**src/rtl/riscv_defines.sv**
```systemverilog
// Shared core definitions: data width, the canonical NOP encoding, the default reset
// vector, and the {addr,inst} record carried by the prefetch queue.
package riscv_defines;
   localparam int XLEN = 32;
   localparam logic [XLEN-1:0] INST_NOP       = 32'h0000_0013;
   localparam logic [XLEN-1:0] RESET_ADDR_DEF = 32'h0000_0000;

   typedef struct packed {
      logic [XLEN-1:0] addr;
      logic [XLEN-1:0] inst;
   } fetch_entry_t;
endpackage

```
**src/rtl/sync_fifo.sv**
```systemverilog
// Small synchronous FIFO with a combinational head read. Push and pop may coincide at any
// occupancy, including full; flush empties it and wins over a same-cycle push.
module sync_fifo #(
   parameter int WIDTH = 32,
   parameter int DEPTH = 4,
   localparam int AW   = $clog2(DEPTH)
) (
   input  logic             clk,
   input  logic             rstn,
   input  logic             push_i,
   input  logic             pop_i,
   input  logic             flush_i,
   input  logic [WIDTH-1:0] wdata_i,
   output logic [WIDTH-1:0] rdata_o,
   output logic             full_o,
   output logic             empty_o,
   output logic [AW:0]      count_o
);
   logic [WIDTH-1:0] mem_q [DEPTH];
   logic [AW-1:0]    wptr_q, rptr_q;
   logic [AW:0]      cnt_q;
   logic             do_push, do_pop;

   assign empty_o = (cnt_q == '0);
   assign full_o  = (cnt_q == (AW+1)'(DEPTH));
   assign count_o = cnt_q;
   assign rdata_o = mem_q[rptr_q];
   assign do_pop  = pop_i & ~empty_o;
   // A pop frees the slot the same cycle, so a full FIFO can still take a push.
   assign do_push = push_i & (~full_o | do_pop);

   always_ff @(posedge clk or negedge rstn) begin
      if (!rstn) begin
         wptr_q <= '0;
         rptr_q <= '0;
         cnt_q  <= '0;
      end else if (flush_i) begin
         wptr_q <= '0;
         rptr_q <= '0;
         cnt_q  <= '0;
      end else begin
         if (do_push) wptr_q <= wptr_q + AW'(1);
         if (do_pop)  rptr_q <= rptr_q + AW'(1);
         cnt_q <= cnt_q + (AW+1)'(do_push) - (AW+1)'(do_pop);
      end
   end

   always_ff @(posedge clk) begin
      if (do_push && !flush_i) mem_q[wptr_q] <= wdata_i;
   end
endmodule

```
**src/rtl/inst_fetch_queue.sv**
```systemverilog
// Fetch stage: owns the fetch PC, issues req/gnt/rvalid memory requests under a credit
// limit, and buffers returned words with their addresses in an in-order prefetch queue.
module inst_fetch_queue
   import riscv_defines::*;
#(
   parameter int          DEPTH      = 4,
   parameter logic [31:0] RESET_ADDR = RESET_ADDR_DEF
) (
   input  logic        clk,
   input  logic        rstn,
   input  logic        jump_en_i,
   input  logic [31:0] jump_addr_i,
   input  logic        hold_flag_i,
   output logic        mem_req_o,
   output logic [31:0] mem_addr_o,
   input  logic        mem_gnt_i,
   input  logic        mem_rvalid_i,
   input  logic [31:0] mem_rdata_i,
   output logic        inst_valid_o,
   output logic [31:0] inst_o,
   output logic [31:0] inst_addr_o,
   input  logic        inst_ready_i
);
   localparam int CW = $clog2(DEPTH) + 1;

   logic [31:0]   pc_q, pc_d;
   logic [CW-1:0] infl_q, infl_d, drop_q, drop_d;
   logic          run_q;
   logic [CW-1:0] q_count, a_count;
   logic          q_empty, q_full, a_empty, a_full;
   fetch_entry_t  q_head, q_wdata;
   logic [31:0]   a_head;
   logic [CW:0]   used;
   logic          issue, rsp, rsp_keep, deq;
   logic          unused_flags;

   assign unused_flags = ^{q_full, a_full, a_empty, a_count};

   always_comb begin
      // Queued plus in-flight words bound the credit, so the queue can never overflow.
      used      = {1'b0, q_count} + {1'b0, infl_q};
      mem_req_o = run_q & (used < (CW+1)'(DEPTH)) & ~jump_en_i;
      issue     = mem_req_o & mem_gnt_i;
      rsp       = mem_rvalid_i & (infl_q != '0);
      rsp_keep  = rsp & (drop_q == '0);
      deq       = inst_valid_o & inst_ready_i & ~hold_flag_i & ~jump_en_i;
      infl_d    = infl_q + CW'(issue) - CW'(rsp);
      pc_d      = pc_q;
      drop_d    = drop_q;
      if (jump_en_i) begin
         pc_d   = jump_addr_i;
         drop_d = infl_d;
      end else begin
         if (issue)            pc_d   = pc_q + 32'd4;
         if (rsp && !rsp_keep) drop_d = drop_q - CW'(1);
      end
   end

   always_ff @(posedge clk or negedge rstn) begin
      if (!rstn) begin
         pc_q   <= RESET_ADDR;
         infl_q <= '0;
         drop_q <= '0;
         run_q  <= 1'b0;
      end else begin
         pc_q   <= pc_d;
         infl_q <= infl_d;
         drop_q <= drop_d;
         run_q  <= 1'b1;
      end
   end

   assign mem_addr_o = pc_q;
   assign q_wdata    = '{addr: a_head, inst: mem_rdata_i};

   sync_fifo #(.WIDTH(32), .DEPTH(DEPTH)) u_addr_q (
      .clk(clk), .rstn(rstn), .push_i(issue), .pop_i(rsp_keep), .flush_i(jump_en_i),
      .wdata_i(pc_q), .rdata_o(a_head), .full_o(a_full), .empty_o(a_empty),
      .count_o(a_count)
   );

   sync_fifo #(.WIDTH(64), .DEPTH(DEPTH)) u_data_q (
      .clk(clk), .rstn(rstn), .push_i(rsp_keep), .pop_i(deq), .flush_i(jump_en_i),
      .wdata_i(q_wdata), .rdata_o(q_head), .full_o(q_full), .empty_o(q_empty),
      .count_o(q_count)
   );

   assign inst_valid_o = ~q_empty;
   assign inst_o       = inst_valid_o ? q_head.inst : INST_NOP;
   assign inst_addr_o  = inst_valid_o ? q_head.addr : 32'h0;
endmodule

```
**config.mk**
```make
export PLATFORM = sky130hd
export DESIGN_NAME = inst_fetch_queue
export DESIGN_NICKNAME = d
export VERILOG_FILES = /design/src/rtl/riscv_defines.sv /design/src/rtl/sync_fifo.sv /design/src/rtl/inst_fetch_queue.sv
export SDC_FILE = /design/constraint.sdc
export NUM_CORES = 1
export LEC_CHECK = 0
export BUFFER_PORTS_ARGS = -buffer_cell sky130_fd_sc_hd__buf_2
export CAP_MARGIN = 30
export CORE_UTILIZATION = 25
export CTS_CLUSTER_SIZE = 12
export DETAILED_ROUTE_END_ITERATION = 6
export PLACE_DENSITY = 0.47
export SETUP_SLACK_MARGIN = 0.4
export SLEW_MARGIN = 20
export SYNTH_ARGS = -nofsm -noshare
export SYNTH_HDL_FRONTEND = slang
export SYNTH_SLANG_ARGS = --single-unit
```
**constraint.sdc**
```tcl
create_clock -name clk -period 7.4 [get_ports clk]
set_clock_uncertainty 0.05 [all_clocks]
set_input_delay 1.85 -clock clk [delete_from_list [all_inputs] [get_ports clk]]
set_output_delay 1.85 -clock clk [all_outputs]
set_load 0.05 [all_outputs]
```
==> impl_metrics.yaml, run 1 <==
outcome:
  status: "finished, final reports clean"
critical_path:
  cp_slowest_stage_delay_ps: 730
  end_kind: "primary output"
  cp.arrival_ps: 2980
  critPathRequiredTime_ps: 5500
  reg2reg_to: "u_addr_q.mem_q[1][16]$_DFFE_PP_"
  startpoint_type: "flip-flop"
  crit_type: "reg -> out"
  slowest_stage: "dfrtp_4"
  ff2ff_path_depth: 7
  reg2reg_setup_slack_ps: 3830
  crit_fanout: 23
  cp_cell_sequence: "buf_4, mux4_2, and2_1, buf_2"
  reg2reg_from: "u_data_q.count_o[1]$_DFF_PN0_"
hold_path:
  hp-class: "reg -> reg"
  whs_path_depth: 0
  hold_start: "mem_addr_o[1]$_DFFE_PN0P_"
  holdPathEnd: "u_addr_q.mem_q[0][1]$_DFFE_PP_"
route:
  drtPass1Iterations: 4
  drc: 0
  num_vias: 8960
  routedWlPerCell_um: 20.23
  via_per_inst: 4.333
  drt_wl_total_um: 41840
  antenna_left: 0
  drt_iter0_drc: 554
logic_synthesis:
  ys_seq_area_frac: 0.7386
  synth_edf_count: 384
  synth_area_leader_cell: "edfxtp_1"
  synth-adder-area-share: 0.01711
  synthTopCellsByCount: "edfxtp_1, mux4_2, and2_1"
  synth.avg_cell_area_um2: 19.05
  synth_flop_cell: "edfxtp_1"
  yosysWarnings: 0
  syn_inst: 914
  synth_cell_type_count: 52
  syn_nets: 1007
  synth_area_mm2: 0.01741
  synth_compound_area_frac: 0.02796
  async_reset_ff_frac: 0.1213
  yosys.area_share.simple: 0.06577
  synth_top_family_by_area: "multiplexers"
  synth.mux.area_fraction: 0.1272
  synth_seq_cells: 437
  synth_xor_area_frac: 0.006541
  post-synth-top-count-cell: "edfxtp_1"
  synth.top_cell.area_share: 0.6624
  synthTopCellsByArea: "edfxtp_1, mux4_2, dfrtp_1, and2_1, ha_1"
cells_and_area:
  finalNonFillerCells: 2068
  antenna_cells: 0
  area_growth_pct: 19.27
  finalNetCount: 1197
  postLayoutCoreUtil: 0.3022
  drive_gt1_frac: 0.3245
  finalInstanceArea_mm2: 0.02076
  fillers: 6818
run:
  max_cap_violations: 0
floorplan:
  die_x_um: 265.9
  start_util: 0.2534
  die_area_mm2: 0.07069
  rows: 96
  die_y_um: 265.9
  io_pins: 169
  core_mm2: 0.06871
global_routing:
  grt_pass1_wl_um: 61780
  grt_antenna_before_repair: 0
  grt_pass1_vias: 9425
  grtUsageTotal: 0.1185
  grt_overflow: 0
  grt_max_degree: 54
clock_network:
  path_clk_slew_ps: 60
  tritoncts: "done"
  cts_buffers: 47
  post_cts_resized: 0
  ctsHtreeMaxLevel: 2
  cts_sinks: 437
  root_buffer: "clkbuf_16"
  cts_setup_buffers: 0
  clk_latency_ps: 580
  holdBufCountCts: 0
  clock_path_buffers: 3
power:
  max-vdd-ir-drop_uv: 134.0
  powerDensity_mw_per_mm2: 319.7
  power_mw: 6.637
  p_leak_nw: 6.996
timing:
  rsz0062_at_grt: "no"
  tns_ps: 0
  finalHoldViolations: 0
  whs_ps: 506.6
  min_period_ps: 4883
  max_freq_mhz: 204.8
  slew_headroom: 0.3804
  fin_ws_ps: 2517
  setup_violations: 0
  fin_crit_sh: 0.6598
  slew_violations: 0
  tightest_slew_ps: 929.4
place:
  gp_congestion: 0.7376
  dp_hpwl_um: 26640
  place_inst: 1984
  placed_cell_area_mm2: 0.01936
  io_buffers: 168
  dp_slack_ps: 2115
-- how the worst max path moves through the flow --
stage,start,end,slack (ps),depth (start not counted)
after CTS,u_data_q.rptr_q[0]$_DFFE_PN0P_,inst_addr_o[20],2390,4
after global routing,u_data_q.rptr_q[0]$_DFFE_PN0P_,inst_addr_o[20],2320,4
after detailed placement,jump_en_i,drop_q[2]$_DFFE_PN0P_,2120,13
after global placement,jump_en_i,drop_q[2]$_DFFE_PN0P_,2180,13
final,u_data_q.rptr_q[0]$_DFFE_PN0P_,inst_addr_o[21],2520,4
after floorplan,jump_en_i,u_data_q.mem_q[0][0]$_DFFE_PP_,2500,4
-- kinds of logic after synthesis --
group / count (synthesis)
mux: 101
buf+inv: 67
xor+xnor: 13
flops: 437
simple gates: 206
compound gates: 67
other cells: 1
fa+ha+maj: 22
-- power by group --
part	switching (mW)	internal, mW
logic	1.07	0.451
clock network	0.935	1.17
registers	0.153	2.86
total	2.16	4.48
-- worst max-delay path, delay by kind of cell (launching register included) --
family | cells | cell delay [ps]
muxes | 1 | 560
buffers and inverters | 2 | 790
and+or+nand+nor | 1 | 280
DFF | 1 | 730
-- flip-flops by register name, summed over array words and instances (netlist names) --
signal,cells
u_data_q.count_o,3
u_data_q.mem_q,256
u_data_q.wptr_q,2
u_addr_q.mem_q,128
run_q,1
u_addr_q.count_o,3
drop_q,3
u_data_q.rptr_q,2
infl_q,3
u_addr_q.wptr_q,2
u_addr_q.rptr_q,2
mem_addr_o,32
-- layout by cell type, fill, tap and decap left out, types with 2 or more instances in the layout --
cell         n
or2_2        4
xnor2_1      8
and3_1       4
dfrtp_1     50
nor2b_1      4
a21o_1       2
nand4_1      8
nand2_1     39
and2_2       5
clkbuf_1    11
clkinv_8     2
clkbuf_16   47
o21ai_0     19
mux4_2      96
mux2_2       2
nor3_1       4
or4_1        5
o311ai_0    12
fa_1         3
dfrtp_4      2
buf_4       17
xor2_1       5
and2_1      63
mux2i_1      3
buf_2      168
a31oi_1      5
ha_1        19
clkinv_2     5
nor2_1      26
a21oi_1      4
clkinv_1    13
a221o_1      3
and3_4       4
nand3_1     29
a22oi_1      2
inv_1       20
edfxtp_1   384
o211ai_1    13
-- cell type report --
cell class              instances  area (um^2)  area share
multi-input cells             410         4287      0.2065
clock buffers                  59         1231     0.05930
flip-flops and latches        437        12870      0.6197
clock inverters                23        131.4    0.006328
repair buffers                187         1003     0.04833
well taps                     931         1165     0.05610
inverters                      21        78.83    0.003797
-- per-layer routing --
metal	global-route usage	up-vias	routed length, um
li1	-	4032	-
met1	0.1654	4647	19590
met2	0.1887	221	19520
met3	0.02514	60	2059
met4	0.02672	0	677
met5	0	-	0
Note: power is estimated with default switching activity, not from simulation.
==> run 2, diff against run 1 <==
ABC_AREA = 1   (was unset)
clock period = 5.03 ns   (was 7.4 ns; I/O delays follow)
==> run 2 against run 1 <==
Critical endpoint is now inst_addr_o[3]. Largest cell class unchanged. Die area grew 4.9%. Largest power group unchanged. Design area grew 5.8%. Register-to-register slack lost 1800 ps. Highest routed layer is now met5. Sequential share of layout area shrank 3.4 points.
==> impl_metrics.yaml, run 2 <==
outcome:
  status: "finished, final reports clean"
power:
  powerDensity_mw_per_mm2: 487.4
  pwr-share-clk: 0.334
  p_seq_frac: 0.414
  combPwrFrac: 0.252
  p_leak_nw: 8.163
  swShare: 0.3579
  max-vdd-ir-drop_uv: 343.5
  p_switching_mw: 3.833
  intPower_mw: 6.875
  power_mw: 10.71
global_routing:
  grt_antenna_before_repair: 1
  grt_pass1_vias: 12150
  grt_overflow: 0
  grt_max_degree: 130
  grt_pass1_wl_um: 75730
  grtUsageTotal: 0.1336
route:
  drtPass1Iterations: 5
  drc: 0
  drt_wl_total_um: 49870
  drt_iter0_drc: 852
  antenna_left: 0
  routedWlPerCell_um: 17.88
  num_vias: 12330
  via_per_inst: 4.422
critical_path:
  startpoint_type: "flip-flop"
  critPathBufInv: 3
  reg2reg_from: "infl_q[1]$_DFF_PN0_"
  reg2reg_to: "drop_q[1]$_DFFE_PN0P_"
  critPathRequiredTime_ps: 3720
  slowest_stage: "buf_4"
  cp_cell_sequence: "clkinv_2, buf_4, o21ai_0, a21oi_1, buf_2"
  ff2ff_path_depth: 13
  crit_type: "reg -> out"
  reg2reg_setup_slack_ps: 2070
  end_kind: "primary output"
  crit_family: "buffers and inverters"
  cp.arrival_ps: 2850
  crit_fanout: 45
  cp_slowest_stage_delay_ps: 510
timing:
  slew_violations: 0
  fin_crit_sh: 0.8263
  tns_ps: 0
  finalHoldViolations: 0
  tightest_slew_ps: 690.7
  setup_violations: 0
  rsz0062_at_grt: "no"
  min_period_ps: 4156
  max_freq_mhz: 240.6
  slew_headroom: 0.5391
logic_synthesis:
  syn_inst: 1630
  synth.top_cell.area_share: 0.6309
  ys_seq_area_frac: 0.7035
  synth_flop_cell: "edfxtp_1"
  synth_area_mm2: 0.01828
  async_reset_ff_frac: 0.1213
  synth_seq_cells: 437
  synthTopCellsByCount: "nor2_1, edfxtp_1, nand2_1"
  syn_nets: 1723
  synth_cell_type_count: 35
  synth_edf_count: 384
  synth_area_leader_cell: "edfxtp_1"
  yosysWarnings: 0
  synth.avg_cell_area_um2: 11.21
  synthTopCellsByArea: "edfxtp_1, nor2_1, dfrtp_1, o21ai_0, nand2_1"
  post-synth-top-count-cell: "nor2_1"
place:
  gp_congestion: 0.7775
  io_buffers: 168
  placed_cell_area_mm2: 0.02031
  dp_hpwl_um: 30720
hold_path:
  whs_path_depth: 2
  hp-class: "reg -> reg"
  holdPathEnd: "drop_q[2]$_DFFE_PN0P_"
  hold_start: "drop_q[2]$_DFFE_PN0P_"
clock_network:
  path_clk_slew_ps: 60
  post_cts_resized: 0
  tritoncts: "done"
  clk_latency_ps: 590
  clock_path_buffers: 3
  ctsHtreeMaxLevel: 2
  root_buffer: "clkbuf_16"
  holdBufCountCts: 0
  cts_sinks: 437
  cts_buffers: 50
  cts_setup_buffers: 0
floorplan:
  io_pins: 169
  die_y_um: 272.4
  core_mm2: 0.07185
  rows: 98
  start_util: 0.2544
  die_area_mm2: 0.07419
  die_x_um: 272.4
cells_and_area:
  largest_reg_flops: 256
  drive_gt1_frac: 0.1611
  finalInstanceArea_mm2: 0.02197
  area_growth_pct: 20.20
  largest-register: "u_data_q.mem_q"
  mostFrequentLayoutCell: "edfxtp_1"
  finalNetCount: 1889
  final_cell_mix: "edfxtp_1, nor2_1, nand2_1"
run:
  max_cap_violations: 0
[run 2: changes by cell type after synthesis, moves of 10 or more]
cell	change
and2_1	-67
nand2_1	+181
nor2_1	+361
o21ai_0	+177
clkbuf_1	+22
o211ai_1	-10
a21oi_1	+60
mux4_2	-96
inv_1	+58
o22ai_1	+32
nand3_1	+35
[run 2: worst register-to-register path, delay by kind of cell, from the launching register on]
family          cells  cell delay [ps]
fa+ha+maj           4             1210
simple gates        4              690
flops               1              440
compound gates      2              270
buf+inv             3              170
[run 2: worst max-delay path by stage]
stage	start	end	slack, ps	depth (start not counted)
2_1_floorplan	jump_en_i	u_data_q.mem_q[0][0]$_DFFE_PP_	-60	5
3_3_place_gp	jump_en_i	drop_q[2]$_DFFE_PN0P_	1240	14
3_5_place_dp	jump_en_i	drop_q[1]$_DFFE_PN0P_	1260	13
6_report	u_data_q.rptr_q[0]$_DFFE_PN0P_	inst_addr_o[3]	870	5
5_1_grt	u_data_q.rptr_q[0]$_DFFE_PN0P_	inst_addr_o[13]	690	5
4_1_cts	u_data_q.rptr_q[0]$_DFFE_PN0P_	inst_addr_o[13]	820	5
[run 2: power by group through the flow]
stage	registers (mW)	logic, mW	clock network (mW)
5_1_grt	4.46	2.92	3.83
4_1_cts	4.44	2.74	3.69
3_5_place_dp	4.52	2.73	0
6_report	4.44	2.69	3.58
2_1_floorplan	4.57	1.75	0
3_3_place_gp	4.51	2.69	0
[run 2: cells by family (layout without fill, tap and decap cells)]
kind of cell,Yosys count,count (layout),share of synthesized area
buffers and inverters,164,371,0.03738
XOR/XNOR,12,12,0.005751
AND/OR/NAND/NOR,687,687,0.1486
other,1,3,0.0002052
adder cells (fa/ha/maj),22,22,0.01629
flip-flops,437,437,0.7035
AO/OA/AOI/OAI,307,307,0.08825
[run 2: routing by layer]
metal,up-vias,track usage,wire length [um]
li1,5953,-,-
met1,6018,0.1904,23790
met2,301,0.2112,22820
met3,58,0.02195,2440
met4,2,0.03090,808
met5,-,0,13
[run 2: final cells by class]
type                    count  area [um^2]
clock buffers              66         1333
multi-input cells        1029         4781
clock inverters            27        295.3
diodes                      2        5.005
well taps                 950         1189
flip-flops and latches    437        12860
repair buffers            197         1191
fillers                  7395        49890
inverters                  81        310.3
[run 2: per-stage QoR]
step	instances	hold slack, ps	worst slack (ps)	util
2_1_floorplan	1630	428.4	-57.27	-
5_1_grt	2787	506.6	689.8	0.3057
6_report	2789	462.0	873.5	0.3057
3_5_place_dp	2693	447.1	1263	0.2826
3_3_place_gp	2691	462.7	1243	0.2821
4_1_cts	2786	464.0	815.5	0.3053
==> run 3, diff against run 2 <==
clock period = 4.1 ns   (was 5.03 ns; I/O delays follow)
==> run 3 against run 2 <==
Critical path depth rose by 1. Die area did not move. Design area fell by 0.16%. Register-to-register slack got worse by 580 ps.
==> impl_metrics.yaml, run 3 (synthesized netlist as in run 2, its figures left out) <==
outcome:
  status: "finished, final reports clean"
global_routing:
  grt_overflow: 0
  grt_antenna_before_repair: 0
  grt_util_met2: 0.2191
  grt.met1_usage: 0.1737
  grt_max_degree: 130
  grtUsageTotal: 0.1308
  gr-usage-met3: 0.02416
  grt_pass1_wl_um: 74000
  grt_busiest_layer: "met2"
  grt_pass1_vias: 12160
timing:
  min_period_ps: 3561
  slew_headroom: 0.5327
  tightest_slew_ps: 700.9
  slew_violations: 0
  finalHoldViolations: 0
  max_freq_mhz: 280.8
  rsz0062_at_grt: "yes"
  setup_violations: 0
  fin_crit_sh: 0.8686
  tns_ps: 0
run:
  max_cap_violations: 0
critical_path:
  slowest_stage: "dfrtp_4"
  crit_fanout: 34
  crit_type: "reg -> out"
  critPathRequiredTime_ps: 3020
  cp_cell_sequence: "clkinv_2, buf_12, buf_12, o21ai_0, a21oi_1, buf_2"
  cp.arrival_ps: 2490
  crit_family: "buffers and inverters"
  cp_slowest_stage_delay_ps: 500
  crit_top_cell: "buf_12"
  critPathBufInv: 4
  startpoint_type: "flip-flop"
  end_kind: "primary output"
cells_and_area:
  finalInstanceArea_mm2: 0.02193
  area_growth_pct: 20.00
  largest-register: "u_data_q.mem_q"
  drive_gt1_frac: 0.1600
  finalNetCount: 1895
  mostFrequentLayoutCell: "edfxtp_1"
  antenna_cells: 0
  fillers: 7386
  final_cell_mix: "edfxtp_1, nor2_1, nand2_1"
  largest_reg_flops: 256
route:
  routedWlPerCell_um: 17.29
  antenna_left: 0
  drc: 0
  num_vias: 12060
  drt_wl_total_um: 48200
  drtPass1Iterations: 5
  drt_iter0_drc: 874
  via_per_inst: 4.329
clock_network:
  cts_sinks: 437
  clk_latency_ps: 590
  cts_buffers: 48
  tritoncts: "done"
  holdBufCountCts: 0
  path_clk_slew_ps: 60
  root_buffer: "clkbuf_16"
  clock_path_buffers: 3
  ctsHtreeMaxLevel: 2
power:
  p_leak_nw: 8.170
  powerDensity_mw_per_mm2: 594.2
  max-vdd-ir-drop_uv: 330.2
place:
  gp_congestion: 0.7957
  io_buffers: 168
  dp_hpwl_um: 29620
  placed_cell_area_mm2: 0.02036
floorplan:
  die_x_um: 272.4
  core_mm2: 0.07185
  io_pins: 169
  die_area_mm2: 0.07419
  start_util: 0.2544
  rows: 98
  die_y_um: 272.4
hold_path:
  hp-class: "in -> async"
==> run 3: cell types whose count changed in the layout (fill, tap and decap cells not counted), moves of 2 or more <==
cell        previous run  this run
diode_2                2         0
clkbuf_16             51        49
clkbuf_1              15        10
clkinvlp_4             3         1
dfrtp_2                2         0
clkinv_1               7        13
buf_4                 19        26
o311ai_1               0         3
clkinv_16              2         0
clkinv_2               9         5
o311ai_0               3         0
clkinv_4               2         0
==> run 3: metal layers <==
layer | vias to the layer above | wire (um)
li1 | 5968 | -
met3 | 55 | 2136
met2 | 251 | 23290
met4 | 0 | 784
met1 | 5790 | 21980
met5 | - | 0
==> run 3: report_power, final <==
group	total [mW]	internal (mW)	switching, mW
combinational	3.37	0.794	2.57
clock	4.26	2.51	1.74
sequential	5.41	5.16	0.256
total	13.0	8.46	4.57
==> run 3: worst reg2reg max path, cell delays in order (launching register included) <==
cell	delay, ps
dfrtp_1	440
ha_1	230
nor2_1	210
nand2_4	90
nor2_4	120
nand2_2	60
ha_1	260
inv_1	50
ha_1	130
inv_1	50
fa_1	370
xnor2_1	240
nand2_1	80
nand3_1	80
nand2_1	50
==> run 3: worst paths after layout <==
check                                                    start                       endpoint  slack, ps  cells after the start
worst max-delay path            u_data_q.rptr_q[0]$_DFFE_PN0P_                     inst_o[23]        540                      6
worst min-delay path                                      rstn     mem_addr_o[22]$_DFFE_PN0N_        430                      1
worst max register to register             infl_q[1]$_DFF_PN0_          drop_q[2]$_DFFE_PN0P_       1490                     14
worst min register to register           drop_q[2]$_DFFE_PN0P_          drop_q[2]$_DFFE_PN0P_        470                      2
max in group asynchronous                                 rstn  u_data_q.count_o[1]$_DFF_PN0_       2870                      2
min in group clk                         drop_q[2]$_DFFE_PN0P_          drop_q[2]$_DFFE_PN0P_        470                      2
==> run 3: cell type report <==
class / instances / area [um^2] / area share
clock buffer: 60 / 1277 / 0.05825
clock inverter: 25 / 255.2 / 0.01164
inverter: 81 / 310.3 / 0.01415
multi-input combinational: 1029 / 4781 / 0.2180
sequential: 437 / 12860 / 0.5866
tap: 950 / 1189 / 0.05420
timing repair buffer: 205 / 1255 / 0.05722
==> run 3: what timing repair did <==
action	CTS	global route
setup endpoints to repair	4	16
resized for setup	1	2
setup buffers	0	2
pin swaps	0	1
==> run 3: per-stage QoR <==
stage	cells	utilization	hold WS, ps	total power, mW	setup slack, ps
final	2787	0.3052	430.2	13.03	538.7
after global routing	2787	0.3052	455.4	13.67	363.0
after CTS	2785	0.3047	415.8	13.22	405.5
after detailed placement	2700	0.2833	450.7	8.900	990.7
after global placement	2700	0.2833	446.1	8.869	1016
after floorplan	1630	-	428.4	7.750	266.7
